**config.mk**
```make
export PLATFORM = sky130hd
export DESIGN_NAME = keypad_scanner
export DESIGN_NICKNAME = d
export VERILOG_FILES = /design/src/rtl/kbd_pkg.sv /design/src/rtl/key_sync.sv /design/src/rtl/keypad_scanner.sv
export SDC_FILE = /design/constraint.sdc
export NUM_CORES = 1
export LEC_CHECK = 0
export BUFFER_PORTS_ARGS = -buffer_cell sky130_fd_sc_hd__buf_2
export CAP_MARGIN = 5
export CORE_MARGIN = 3
export CORE_UTILIZATION = 53
export CTS_CLUSTER_SIZE = 16
export DETAILED_ROUTE_END_ITERATION = 10
export PLACE_DENSITY = 0.85
export SLEW_MARGIN = 20
export SYNTH_ARGS = -nofsm -noshare
export SYNTH_HDL_FRONTEND = slang
export SYNTH_SLANG_ARGS = --single-unit
```
**constraint.sdc**
```tcl
create_clock -name clk -period 2 [get_ports clk]
set_input_delay 0.2 -clock clk [delete_from_list [all_inputs] [get_ports clk]]
set_output_delay 0.2 -clock clk [all_outputs]
set_load 0.02 [all_outputs]
```
**src/rtl/kbd_pkg.sv**
```systemverilog
`default_nettype none
// +--------------------------------------------------------------------+
// | kbd_pkg : shared types and constants for the 4x4 keypad scanner     |
// | Rev 1.0 : initial release                                           |
// +--------------------------------------------------------------------+
package kbd_pkg;

  typedef enum logic [1:0] {
    SCAN     = 2'd0,
    DEBOUNCE = 2'd1,
    PRESSED  = 2'd2,
    RELEASE  = 2'd3
  } kbd_state_t;

  localparam int         ROWS      = 4;
  localparam int         COLS      = 4;
  localparam logic [3:0] ROW_RESET = 4'b1110;

  // Lowest-index low column wins when several columns read low together.
  function automatic logic [1:0] first_low(input logic [COLS-1:0] v);
    logic [1:0] idx;
    idx = 2'd3;
    if (!v[0])      idx = 2'd0;
    else if (!v[1]) idx = 2'd1;
    else if (!v[2]) idx = 2'd2;
    return idx;
  endfunction

endpackage
`default_nettype wire

```
**src/rtl/key_sync.sv**
```systemverilog
`default_nettype none
// +--------------------------------------------------------------------+
// | key_sync : 2-flop synchronizer, reset to all-ones (idle keypad)     |
// | Rev 1.0 : initial release                                           |
// +--------------------------------------------------------------------+
module key_sync #(
  parameter int WIDTH = 4
) (
  input  logic             clk,
  input  logic             rst,
  input  logic [WIDTH-1:0] i_async,
  output logic [WIDTH-1:0] o_sync
);

  logic [WIDTH-1:0] r_meta;

  always_ff @(posedge clk or posedge rst) begin
    if (rst) begin
      r_meta <= '1;
      o_sync <= '1;
    end else begin
      r_meta <= i_async;
      o_sync <= r_meta;
    end
  end

endmodule
`default_nettype wire

```
**src/rtl/keypad_scanner.sv**
```systemverilog
`default_nettype none
// +--------------------------------------------------------------------+
// | keypad_scanner : 4x4 matrix keypad scan with press/release debounce |
// | Rev 1.0 : initial release                                           |
// +--------------------------------------------------------------------+
module keypad_scanner
  import kbd_pkg::*;
#(
  parameter int N        = 16,
  parameter int DB_TICKS = 20
) (
  input  logic       clk,
  input  logic       rst,
  input  logic [3:0] col_in,
  output logic [3:0] row_out,
  output logic [3:0] key_code,
  output logic       key_valid,
  output logic       key_held
);

  localparam int             c_DB_W    = $clog2(DB_TICKS) + 1;
  localparam logic [c_DB_W-1:0] c_DB_LAST = c_DB_W'(DB_TICKS - 1);

  logic [3:0]        w_col_s;
  logic [N-1:0]      r_tick_cnt;
  logic              w_tick;
  logic              w_col_hit;
  logic              w_col_bit;
  logic              w_db_done;
  logic [c_DB_W-1:0] w_db_inc;

  kbd_state_t        r_state,     w_state_nxt;
  logic [3:0]        r_row_out,   w_row_out_nxt;
  logic [1:0]        r_row_idx,   w_row_idx_nxt;
  logic [1:0]        r_col_idx,   w_col_idx_nxt;
  logic [c_DB_W-1:0] r_db_cnt,    w_db_cnt_nxt;
  logic [3:0]        r_key_code,  w_key_code_nxt;
  logic              r_key_valid, w_key_valid_nxt;
  logic              r_key_held,  w_key_held_nxt;

  key_sync #(.WIDTH(COLS)) u_col_sync (
    .clk     (clk),
    .rst     (rst),
    .i_async (col_in),
    .o_sync  (w_col_s)
  );

  always_ff @(posedge clk or posedge rst) begin
    if (rst) r_tick_cnt <= '0;
    else     r_tick_cnt <= r_tick_cnt + N'(1);
  end

  assign w_tick    = &r_tick_cnt;
  assign w_col_hit = ~&w_col_s;
  assign w_col_bit = w_col_s[r_col_idx];
  assign w_db_done = (r_db_cnt == c_DB_LAST);
  // Saturating increment so the counter can never wrap back into range.
  assign w_db_inc  = (&r_db_cnt) ? r_db_cnt : r_db_cnt + c_DB_W'(1);

  always_ff @(posedge clk or posedge rst) begin
    if (rst) begin
      r_state     <= SCAN;
      r_row_out   <= ROW_RESET;
      r_row_idx   <= 2'd0;
      r_col_idx   <= 2'd0;
      r_db_cnt    <= '0;
      r_key_code  <= 4'd0;
      r_key_valid <= 1'b0;
      r_key_held  <= 1'b0;
    end else begin
      r_state     <= w_state_nxt;
      r_row_out   <= w_row_out_nxt;
      r_row_idx   <= w_row_idx_nxt;
      r_col_idx   <= w_col_idx_nxt;
      r_db_cnt    <= w_db_cnt_nxt;
      r_key_code  <= w_key_code_nxt;
      r_key_valid <= w_key_valid_nxt;
      r_key_held  <= w_key_held_nxt;
    end
  end

  always_comb begin
    w_state_nxt     = r_state;
    w_row_out_nxt   = r_row_out;
    w_row_idx_nxt   = r_row_idx;
    w_col_idx_nxt   = r_col_idx;
    w_db_cnt_nxt    = r_db_cnt;
    w_key_code_nxt  = r_key_code;
    w_key_valid_nxt = 1'b0;
    w_key_held_nxt  = r_key_held;

    if (w_tick) begin
      case (r_state)
        SCAN: begin
          if (w_col_hit) begin
            w_col_idx_nxt = first_low(w_col_s);
            w_db_cnt_nxt  = '0;
            w_state_nxt   = DEBOUNCE;
          end else begin
            w_row_out_nxt = {r_row_out[2:0], r_row_out[3]};
            w_row_idx_nxt = r_row_idx + 2'd1;
          end
        end
        DEBOUNCE: begin
          if (!w_col_bit) begin
            if (w_db_done) begin
              w_key_code_nxt  = {r_row_idx, r_col_idx};
              w_key_valid_nxt = 1'b1;
              w_key_held_nxt  = 1'b1;
              w_state_nxt     = PRESSED;
            end else begin
              w_db_cnt_nxt = w_db_inc;
            end
          end else begin
            // Bounce: drop back to scanning; the row advances on a later tick.
            w_state_nxt = SCAN;
          end
        end
        PRESSED: begin
          if (w_col_bit) begin
            w_db_cnt_nxt = '0;
            w_state_nxt  = RELEASE;
          end
        end
        RELEASE: begin
          if (w_col_bit) begin
            if (w_db_done) begin
              w_key_held_nxt = 1'b0;
              w_row_out_nxt  = {r_row_out[2:0], r_row_out[3]};
              w_row_idx_nxt  = r_row_idx + 2'd1;
              w_state_nxt    = SCAN;
            end else begin
              w_db_cnt_nxt = w_db_inc;
            end
          end else begin
            w_state_nxt = PRESSED;
          end
        end
        default: w_state_nxt = SCAN;
      endcase
    end
  end

  assign row_out   = r_row_out;
  assign key_code  = r_key_code;
  assign key_valid = r_key_valid;
  assign key_held  = r_key_held;

endmodule
`default_nettype wire
```
* Word level (Yosys, flattened, before mapping)
Index checks and enable logic that the tools add are counted.
Word-level totals: register bits 46, latch bits 0, bits in writable memories 0, bits in read-only memories 0, input port bits 6, output and inout bits 10, word-level logic and storage cells 78, memories kept 0
Operators by class: add/subtract/negate cells 3, multipliers 0, div/mod/pow operators 0, $lt $le $gt $ge 1, eq/ne operators 13, shift-type cells 0, muxes and demuxes 36, bitwise logic cells 2, reductions and logical operators 12
Operators by type and width (count):
- $reduce_and 20->1 | 3
- $mux 6 | 6
- $pmux 6 s4 | 1
- $mux 2 | 11
- $reduce_and 21->1 | 1
- $reduce_and 19->1 | 1
- $reduce_and 18->1 | 1
- $add 16x1->16 const B | 1
- $reduce_and 16->1 | 1
- $ne 2x2->1 const B | 7
- $mux 4 | 3
- $mux 1 | 10
- $pmux 2 s4 | 1
- $pmux 4 s2 | 1
- $add 6x1->6 const B | 1
- $eq 6x5->1 const B | 1
- $ne 3x3->1 const B | 2
- $reduce_and 6->1 | 1
- $eq 2x2->1 const B | 2
- $pmux 2 s2 | 1
- $reduce_and 4->1 | 1
- $reduce_bool 2->1 | 2
- $lt 2x3->1 const B | 1
- $add 2x1->2 const B | 1
- other kinds (5) | 6

* Longest topological paths before layout
Gate-level depths: netlist of run 1.
depth in word-level cells 5, depth in mapped cells 7, gate-level depth less buffers 6

* By module
A second synthesis of run 1 with hierarchy kept.
Second synthesis, totals: cells, all modules 184, area total of the unflattened synthesis 2114.5 sq um
Modules (own cells, without submodules):
- keypad_scanner | instances 1, cells each 175, area each 1900.6 sq um, seq. area each 954.7 sq um
- key_sync | instances 1, cells each 9, area each 214.0 sq um, seq. area each 210.2 sq um

* Worst setup path after synthesis of run 1
No wires, ideal clock.
kind register -> register, from register r_col_idx[1], to register r_key_code[0] (netlist: key_code[0]), library setup time 125 ps, data arrival time 1848 ps, data required time 1875 ps, slack 27 ps, cell stages (with the launch flop) 5, buffers on the path 1, period minus slack after synthesis 1973 ps, path through dfrtp_1 -> mux4_2 -> or4_4 -> buf_6 -> mux2_4
On the way: longest elaborated chain between the ends 4
Ends and longest elaborated chain:
- from (decl) | RTL line keypad_scanner.sv:35 | logic [1:0] r_col_idx, w_col_idx_nxt;
- from (signal assigned) | RTL line keypad_scanner.sv:74 | r_col_idx <= w_col_idx_nxt;
- $bmux 1 s2 | RTL line keypad_scanner.sv:55 | assign w_col_bit = w_col_s[r_col_idx];
- $mux 1 (implied by the code) | RTL line keypad_scanner.sv:55
- $not 1->1 (no line)
- $reduce_and 19->1 (no line)
- to (signal assigned) | RTL line keypad_scanner.sv:76 | r_key_code <= w_key_code_nxt;
- to (decl) | RTL line keypad_scanner.sv:37 | logic [3:0] r_key_code, w_key_code_nxt;
No other way between the ends. The select of a mux whose other input is x is not followed. A chain may end at the register's enable or synchronous reset.

* Final worst setup path of run 1
from register r_col_idx[1], to register r_key_code[2] (netlist: key_code[2])
Same word-level chain as after synthesis.

==> results of run 1 <==
-- power by group through the flow --
stage          registers (mW)  clock network [mW]  logic [mW]
5_1_grt                 0.951               0.689      0.0514
2_1_floorplan           0.965                   0      0.0214
3_5_place_dp            0.967                   0      0.0339
6_report                0.949               0.641      0.0462
4_1_cts                 0.949               0.653      0.0434
3_3_place_gp            0.966                   0      0.0332
-- cells in the final DEF, fill, tap and decap left out, types with 2 or more instances in the layout --
| cell | instances |
|---|---|
| a211o_1 | 3 |
| and3_1 | 9 |
| buf_2 | 15 |
| buf_4 | 19 |
| clkbuf_8 | 5 |
| dfrtp_1 | 35 |
| dfstp_2 | 11 |
| dlygate4sd3_1 | 4 |
| ha_1 | 2 |
| inv_1 | 8 |
| inv_4 | 2 |
| mux2_2 | 4 |
| mux2_4 | 5 |
| mux2i_1 | 4 |
| nand2_1 | 16 |
| nand3_1 | 11 |
| nand4_1 | 4 |
| nor2_1 | 6 |
| nor2_2 | 2 |
| nor2b_1 | 2 |
| nor3_1 | 3 |
| nor3b_1 | 2 |
| o21ai_0 | 3 |
| xnor2_1 | 11 |
| xor2_1 | 5 |
-- layer usage --
metal	wire length, um	track usage
met2	1927	0.2732
met4	80	0.09677
met3	98	0.04105
met5	0	0
met1	1739	0.2476
-- registers in the layout (all words and copies together), names as in the netlist, named ones only --
signal / cells
key_code: 4
key_held: 1
key_valid: 1
r_col_idx: 2
r_db_cnt: 6
r_row_idx: 2
r_state: 1
r_tick_cnt: 16
row_out: 4
u_col_sync.o_sync: 4
u_col_sync.r_meta: 4
-- repair_timing --
| item | 4_1_cts | 5_1_grt |
|---|---|---|
| endpoints found under the hold margin | 4 | 0 |
| pin swaps | 0 | 8 |
| setup buffers | 2 | 5 |
| setup endpoints to repair | 7 | 15 |
| gates resized for setup | 0 | 4 |
| hold buffers | 4 | 0 |
-- cell families after synthesis --
logic type / after synthesis
AND/OR/NAND/NOR: 64
flip-flops: 46
XOR/XNOR: 16
AO/OA/AOI/OAI: 15
buffers and inverters: 14
multiplexers: 14
adder cells (fa/ha/maj): 2
-- worst max-delay path: cells and delay by family, from the launching register on --
| family | cells | cell delay, ns |
|---|---|---|
| flops | 1 | 0.39 |
| mux | 2 | 0.89 |
| simple gates | 1 | 0.61 |
-- metrics by stage --
step                      instance area (um^2)  setup TNS (ns)  utilization
after detailed placement                  2246               0       0.6089
after global placement                    2246               0       0.6089
final                                     2454               0       0.6652
after CTS                                 2407               0       0.6526
after floorplan                           2057               0            -
after global routing                      2454         -0.6678       0.6652
-- final cells by class --
cell class | instances | area [um^2]
fill | 281 | 1235
tap | 48 | 60.06
multi-input combinational | 111 | 830.8
sequential | 46 | 1165
clock buffer | 6 | 93.84
timing repair buffer | 38 | 257.7
clock inverter | 2 | 12.51
inverter | 9 | 33.78
-- how the worst min path moves through the flow --
stage | endpoint | slack, ns | cells past startpoint
after global routing | r_tick_cnt[7]$_DFF_PP0_ | 0.07 | 3
after global placement | u_col_sync.r_meta[3]$_DFF_PP1_ | 0.30 | 1
after CTS | r_tick_cnt[6]$_DFF_PP0_ | 0.04 | 3
after detailed placement | u_col_sync.r_meta[1]$_DFF_PP1_ | 0.31 | 1
final | r_col_idx[1]$_DFFE_PP0P_ | 0.03 | 3
after floorplan | u_col_sync.r_meta[0]$_DFF_PP1_ | 0.20 | 0
==> results.cfg, run 1 <==
[timing]
drv_slew = 0
setup_violations = 0
timing.final.ws_setup_ns = 0.005083
worst_pin_slew_ns = 0.5480
finalCritPeriodShare = 0.9975
whs_ns = 0.02592
relSlewSlack = 0.6347
clock.fmax_ghz = 0.5013
hold_viol_final = 0
min_period_ns = 1.995
rsz0062_at_grt = true
skew_ns = 0.01018

[global_routing]
grt_max_degree = 47
overflow = 0
grt_pass1_wl_um = 6196
grt_pass1_vias = 1342
grt_usage = 0.1829
antenna_found_initial = 0

[synth]
ys_seq_area_frac = 0.5663
async_flop_share = 1.000
post-synth-top-count-cell = dfrtp_1
synth_flop_cell = dfrtp_1
synth_top_family_by_area = simple AND/OR/NAND/NOR gates
yosys-top-cells-count = dfrtp_1 (35), nand2_1 (17), dfstp_2 (11), nand3_1 (11), xnor2_1 (11)
synthXorXnorAreaFrac = 0.06813
synth_edf_count = 0
synthDistinctLibCells = 39
syn_nets = 179
ys_ff_latch = 46
synthCells = 171
yosys.area.top_type_share = 0.4258
synthTopCellsByArea = dfrtp_1 (43%), dfstp_2 (14%), xnor2_1 (4.7%)
synth_fa_ha_area_frac = 0.01217
synth_compound_area_frac = 0.06265
yosysTopAreaCell = dfrtp_1
synth.mux.area_fraction = 0.08881
synthSimpleGateAreaFrac = 0.1679
avgSynthCellArea_um2 = 12.03
ys_warn_count = 0
syn_area_um2 = 2057

[setup_path]
crit_path_start = r_col_idx[1]$_DFFE_PP0P_
rr_worst_depth = 3
timing.rr.end = key_code[2]$_DFFE_PP0P_
critPathCaptureType = flip-flop
critPathMaxFanout = 5
r2r_slack_ns = 0.005
critPathArrivalTime_ns = 2.19
start_kind = flip-flop
slowest_stage = or4_4
crit_chain = mux4_2 -> or4_4 -> mux2_4
endpoint = key_code[2]$_DFFE_PP0P_
rr_startpoint = r_col_idx[1]$_DFFE_PP0P_
crit_required_ns = 2.20
critPathKind = flip-flop to flip-flop
cpPeakStageDelay_ns = 0.61

[clocking]
htree_num_levels = 2
clk_pin_slew_ns = 0.09
cts_tree = built
clk-insertion-delay-late_ns = 0.30
clk_path_buf_depth = 2
cts.sinks = 46
cts_buffers = 5
cts_root_buf = clkbuf_8

[detailed_routing]
drt-vias-per-instance = 5.246
ant_nets = 0
drt_iter0_markers = 79
wl_per_cell_um = 14.79
firstDrtPassIters = 4
num_vias = 1364
drc_errors = 0
drt-total-wl_um = 3846

[placement]
gp_congestion = 0.7839
detailed_place_hpwl_um = 2459
pre_cts_ws_ns = 0.008731
io_buffers = 15
place_inst = 241

[finish]
layout-drive-gt1-share = 0.3585
area_growth_pct = 19.28
fin_nets = 219
finalNonFillerCells = 260
antenna-diode-count = 0

[floorplanning]
dieArea_um2 = 4665
core_um2 = 3689
start_util = 0.5577
die_height_um = 68.30
num_rows = 22
die_w_um = 68.30
io_pins = 16

[power]
p_sw_mw = 0.3496
p_int_mw = 1.287
powerDensity_nw_per_um2 = 667.1
switching_share = 0.2136
p_clk_frac = 0.392
pwr-share-seq = 0.580
totalPowerFinal_mw = 1.637
power_frac_comb = 0.028
leakage_nw = 1.282
worst_ir_drop_vdd_uv = 646.2

[job]
cap_violations = 0

[status]
status = finished, final reports clean

[hold_path]
hp-class = input pin to asynchronous set/reset pin
Note: power is estimated with default switching activity, not from simulation.
==> run 2, diff against run 1 <==
--- a/config.mk
+++ b/config.mk
@@ -5,12 +5,14 @@
 export SDC_FILE = /design/constraint.sdc
 export NUM_CORES = 1
 export LEC_CHECK = 0
-export BUFFER_PORTS_ARGS = -buffer_cell sky130_fd_sc_hd__buf_2
+export BUFFER_PORTS_ARGS = -buffer_cell sky130_fd_sc_hd__buf_4
 export CAP_MARGIN = 5
+export CORE_ASPECT_RATIO = 0.75
 export CORE_MARGIN = 3
 export CORE_UTILIZATION = 53
 export CTS_CLUSTER_SIZE = 16
 export DETAILED_ROUTE_END_ITERATION = 10
+export HOLD_SLACK_MARGIN = 0.02
 export PLACE_DENSITY = 0.85
 export SLEW_MARGIN = 20
 export SYNTH_ARGS = -nofsm -noshare
==> results.cfg, run 2 (synthesis gave the netlist of run 1 again) <==
[timing]
finalCritPeriodShare = 0.9868
setup_violations = 0
tns_ns = 0
drv_slew = 0
relSlewSlack = 0.6324
worst_pin_slew_ns = 0.5515
skew_ns = 0.002115
timing.final.ws_setup_ns = 0.02647
clock.fmax_ghz = 0.5067
rsz0062_at_grt = true
min_period_ns = 1.974
hold_viol_final = 0

[clocking]
htree_num_levels = 2
clk_path_buf_depth = 2
clk-insertion-delay-late_ns = 0.29
cts_root_buf = clkbuf_8
clk_pin_slew_ns = 0.08
cts_buffers = 5
cts_tree = built
cts.sinks = 46

[detailed_routing]
drc_errors = 0
ant_nets = 0
drt-total-wl_um = 3937
num_vias = 1423
drt_iter0_markers = 147
wl_per_cell_um = 15.26
drt-vias-per-instance = 5.516
firstDrtPassIters = 4

[placement]
pre_cts_ws_ns = 0.009393
gp_congestion = 0.8438
place_inst = 242
io_buffers = 15
detailed_place_hpwl_um = 2787

[finish]
final_cell_mix = dfrtp_1 (34), buf_4 (30), nand2_1 (16)
top_register = r_tick_cnt
top_regs = r_tick_cnt: 16 flops, r_db_cnt: 6 flops
seqCellArea_um2 = 1166
fin_nets = 215
largest_register_ffs = 16
multiInputGateArea_um2 = 835.8
fill_cells = 214
layout_commonest_cell = dfrtp_1
finalNonFillerCells = 258
antenna-diode-count = 0
layout-drive-gt1-share = 0.3558
area_growth_pct = 19.34
post-route-util = 0.7032

[setup_path]
critPathMaxFanout = 6
cpLargestDelayFamily = multiplexers
crit_required_ns = 2.18
rr_worst_depth = 5
start_kind = flip-flop
r2r_slack_ns = 0.03
critPathCaptureType = flip-flop
crit_chain = mux4_2 -> and2_4 -> o31ai_4 -> nand3_4 -> mux2_4
crit_buf_inv = 0
critPathArrivalTime_ns = 2.15
timing.rr.end = r_db_cnt[0]$_DFFE_PP0P_
slowest_stage = mux4_2
rr_startpoint = r_col_idx[1]$_DFFE_PP0P_
cpPeakStageDelay_ns = 0.56
crit_path_start = r_col_idx[1]$_DFFE_PP0P_
critPathKind = flip-flop to flip-flop

[global_routing]
grt_pass1_vias = 1521
grt_max_degree = 47
grt_pass1_wl_um = 6844
grt_usage = 0.1921
overflow = 0
antenna_found_initial = 0

[floorplanning]
core_um2 = 3491
io_pins = 16
dieArea_um2 = 4672
die_height_um = 59.95
die_w_um = 77.94
start_util = 0.5892
num_rows = 18

[job]
cap_violations = 0

[power]
p_sw_mw = 0.3184
worst_ir_drop_vdd_uv = 608.7
switching_share = 0.2040
power_frac_comb = 0.029
pwr-share-seq = 0.608
p_clk_frac = 0.363
leakage_nw = 1.254
p_int_mw = 1.243
powerDensity_nw_per_um2 = 635.9

[hold_path]
hp-class = input pin to asynchronous set/reset pin

[status]
status = finished, final reports clean
run 2: cell type report:
cell class,instances,share of cell area
Timing Repair Buffer,34,0.1081
Inverter,9,0.01376
Multi-Input combinational cell,111,0.3405
Tap cell,50,0.02548
Clock buffer,7,0.03517
Clock inverter,1,0.002039
Sequential cell,46,0.4750
run 2: what timing repair did:
action | in CTS | in global routing
pin swaps | 0 | 7
endpoints found under the setup margin | 3 | 15
setup buffers | 0 | 4
resized for setup | 1 | 6
hold buffers | 4 | 0
endpoints found under the hold margin | 4 | 0
run 2: worst reg2reg max path, stage by stage, from the launching register on:
cell and delay (ns):
dfrtp_1 0.37, mux4_2 0.56, and2_4 0.18, o31ai_4 0.27, nand3_4 0.15, mux2_4 0.32
run 2: worst max-delay path by stage:
stage / to / slack [ns] / cells after the start
after floorplan: key_code[0]$_DFFE_PP0P_ / 0.03 / 4
after global placement: key_code[2]$_DFFE_PP0P_ / 0.08 / 3
after detailed placement: key_code[0]$_DFFE_PP0P_ / 0.009 / 5
after CTS: r_db_cnt[0]$_DFFE_PP0P_ / 0.005 / 5
after global routing: r_db_cnt[0]$_DFFE_PP0P_ / -0.05 / 5
final: r_db_cnt[0]$_DFFE_PP0P_ / 0.03 / 5
run 2: layer usage:
| metal | wire [um] | GRT usage | vias to the layer above | share of wire |
|---|---|---|---|---|
| met3 | 260 | 0.06325 | 9 | 0.066 |
| li1 | - | - | 659 | - |
| met2 | 1913 | 0.3341 | 50 | 0.49 |
| met1 | 1697 | 0.2283 | 705 | 0.43 |
| met4 | 66 | 0.06733 | 0 | 0.017 |
| met5 | 0 | 0 | - | 0 |
run 2: power by group through the flow:
stage | logic (mW) | registers [mW] | clock network (mW)
floorplan | 0.0214 | 0.965 | 0
global placement | 0.0362 | 0.966 | 0
detailed placement | 0.0386 | 0.967 | 0
CTS | 0.0445 | 0.949 | 0.578
global route | 0.0518 | 0.951 | 0.628
finish | 0.0456 | 0.949 | 0.566
run 2: stage by stage:
step	instance area, um^2	total power, mW	hold WS, ns
2_1_floorplan	2057	0.9864	0.2045
3_3_place_gp	2278	1.002	0.3083
3_5_place_dp	2278	1.005	0.3091
4_1_cts	2412	1.572	0.05836
5_1_grt	2455	1.631	0.08528
6_report	2455	1.561	0.04239
==> run 3, diff against run 2 <==
--- a/config.mk
+++ b/config.mk
@@ -5,15 +5,15 @@
 export SDC_FILE = /design/constraint.sdc
 export NUM_CORES = 1
 export LEC_CHECK = 0
-export BUFFER_PORTS_ARGS = -buffer_cell sky130_fd_sc_hd__buf_4
 export CAP_MARGIN = 5
-export CORE_ASPECT_RATIO = 0.75
+export CORE_ASPECT_RATIO = 2
 export CORE_MARGIN = 3
-export CORE_UTILIZATION = 53
+export CORE_UTILIZATION = 56
 export CTS_CLUSTER_SIZE = 16
 export DETAILED_ROUTE_END_ITERATION = 10
+export DONT_BUFFER_PORTS = 1
 export HOLD_SLACK_MARGIN = 0.02
-export PLACE_DENSITY = 0.85
+export PLACE_DENSITY = 0.84
 export SLEW_MARGIN = 20
 export SYNTH_ARGS = -nofsm -noshare
 export SYNTH_HDL_FRONTEND = slang
==> results.cfg, run 3 (synthesis gave the netlist of run 1 again) <==
[timing]
relSlewSlack = 0.6334
tns_ns = 0
setup_violations = 0
clock.fmax_ghz = 0.5008
drv_slew = 0
hold_viol_final = 0
finalCritPeriodShare = 0.9984
rsz0062_at_grt = true
worst_pin_slew_ns = 0.5499
skew_ns = 0.005210
min_period_ns = 1.997

[finish]
layout-drive-gt1-share = 0.2902
fin_area_um2 = 2338
layout_commonest_cell = dfrtp_1
fin_nets = 200
post-route-util = 0.6772
area_growth_pct = 13.69
final_cell_mix = dfrtp_1 (35), nand2_1 (16), buf_4 (14)
antenna-diode-count = 0
top_regs = r_tick_cnt: 16 flops, r_db_cnt: 6 flops
largest_register_ffs = 16
top_register = r_tick_cnt

[detailed_routing]
drt_iter0_markers = 21
num_vias = 1368
wl_met3_um = 110
routed.top_layer = met4
drt-total-wl_um = 3971
wl_met2_um = 2294
drt-vias-per-instance = 5.676
ant_nets = 0
wl_per_cell_um = 16.48
drt-met1-wl_um = 1386
firstDrtPassIters = 5
drc_errors = 0

[hold_path]
hp-class = flip-flop to flip-flop
hold_end = u_col_sync.o_sync[2]$_DFF_PP1_
min_from = u_col_sync.r_meta[2]$_DFF_PP1_
whs_path_depth = 0

[setup_path]
rr_startpoint = r_col_idx[1]$_DFFE_PP0P_
critPathArrivalTime_ns = 2.18
rr_worst_depth = 5
critPathCaptureType = flip-flop
r2r_slack_ns = 0.003
start_kind = flip-flop
critPathKind = flip-flop to flip-flop
crit_required_ns = 2.19
timing.rr.end = r_db_cnt[0]$_DFFE_PP0P_
critPathMaxFanout = 6

[clocking]
clk_path_buf_depth = 2
clk_pin_slew_ns = 0.08
cts.sinks = 46
cts_root_buf = clkbuf_8
clk-insertion-delay-late_ns = 0.30
htree_num_levels = 2
cts_buffers = 5
cts_tree = built

[placement]
gp_congestion = 0.8347
placed_cell_area_um2 = 2156
io_buffers = 0
detailed_place_hpwl_um = 2838

[global_routing]
grt_pass1_vias = 1547
overflow = 0
grt_max_degree = 47
grt_usage = 0.2013
grt_pass1_wl_um = 6893
antenna_found_initial = 0

[power]
worst_ir_drop_vdd_uv = 956.6
powerDensity_nw_per_um2 = 667.0
leakage_nw = 1.180

[floorplanning]
die_w_um = 48.86
die_height_um = 91.71
num_rows = 30
start_util = 0.5957
io_pins = 16
dieArea_um2 = 4480
core_um2 = 3453

[status]
status = finished, final reports clean

[job]
cap_violations = 0
run 3: changes by cell type in the layout (fill, tap and decap cells not counted), sizes merged:
cell	change
buf	-16
dlygate4sd3	+1
run 3: worst max path at each step:
stage                                  start                       to  slack [ns]  cells after the start
global route        r_col_idx[1]$_DFFE_PP0P_  r_db_cnt[4]$_DFFE_PP0P_       -0.06                      5
detailed placement  r_col_idx[1]$_DFFE_PP0P_  r_db_cnt[0]$_DFFE_PP0P_       -0.04                      5
global placement    r_col_idx[1]$_DFFE_PP0P_  key_code[0]$_DFFE_PP0P_        0.03                      3
floorplan           r_col_idx[1]$_DFFE_PP0P_  key_code[0]$_DFFE_PP0P_        0.03                      4
CTS                 r_col_idx[1]$_DFFE_PP0P_  r_db_cnt[0]$_DFFE_PP0P_       0.004                      5
finish              r_col_idx[1]$_DFFE_PP0P_  r_db_cnt[0]$_DFFE_PP0P_       0.003                      5
run 3: metrics by stage:
step | hold WS, ns | power [mW] | instances | worst slack (ns)
after global placement | 0.2045 | 0.9934 | 224 | 0.03460
after detailed placement | 0.2045 | 0.9969 | 224 | -0.03761
final | 0.3539 | 1.560 | 241 | 0.003171
after global routing | 0.3620 | 1.616 | 241 | -0.06198
after floorplan | 0.2045 | 0.9864 | 171 | 0.02679
after CTS | 0.3583 | 1.578 | 239 | 0.004416
run 3: final cells by class:
class | instances | area [um^2]
multi-input combinational | 111 | 833.3
clock buffer | 7 | 86.33
tap | 48 | 60.06
clock inverter | 1 | 5.005
sequential | 46 | 1165
fill | 265 | 1115
timing repair buffer | 19 | 155.1
inverter | 9 | 33.78
run 3: critical path, stage by stage (launching register included):
cell and delay, ns:
dfrtp_1 0.38, mux4_2 0.58, and2_4 0.21, o31ai_4 0.24, nand3_4 0.16, mux2_4 0.32
run 3: power by group:
group | leakage (nW) | internal [mW] | switching [mW]
Combinational | 0.542 | 0.0138 | 0.0247
Clock | 0.0482 | 0.279 | 0.293
Sequential | 0.590 | 0.944 | 0.00469
Total | 1.18 | 1.24 | 0.323
run 3: layer usage:
layer  GRT usage  vias to the layer above
met2      0.3784                       28
met4      0.1211                        0
met1      0.1908                      693
li1            -                      630
met5           0                        -
met3     0.04390                       17
run 3: repair_timing:
action | CTS | global route
hold endpoints to repair | 39 | 0
pin swaps | 0 | 4
hold buffers | 5 | 0
endpoints found under the setup margin | 8 | 16
gates resized for setup | 0 | 5
buffers inserted | 2 | 2
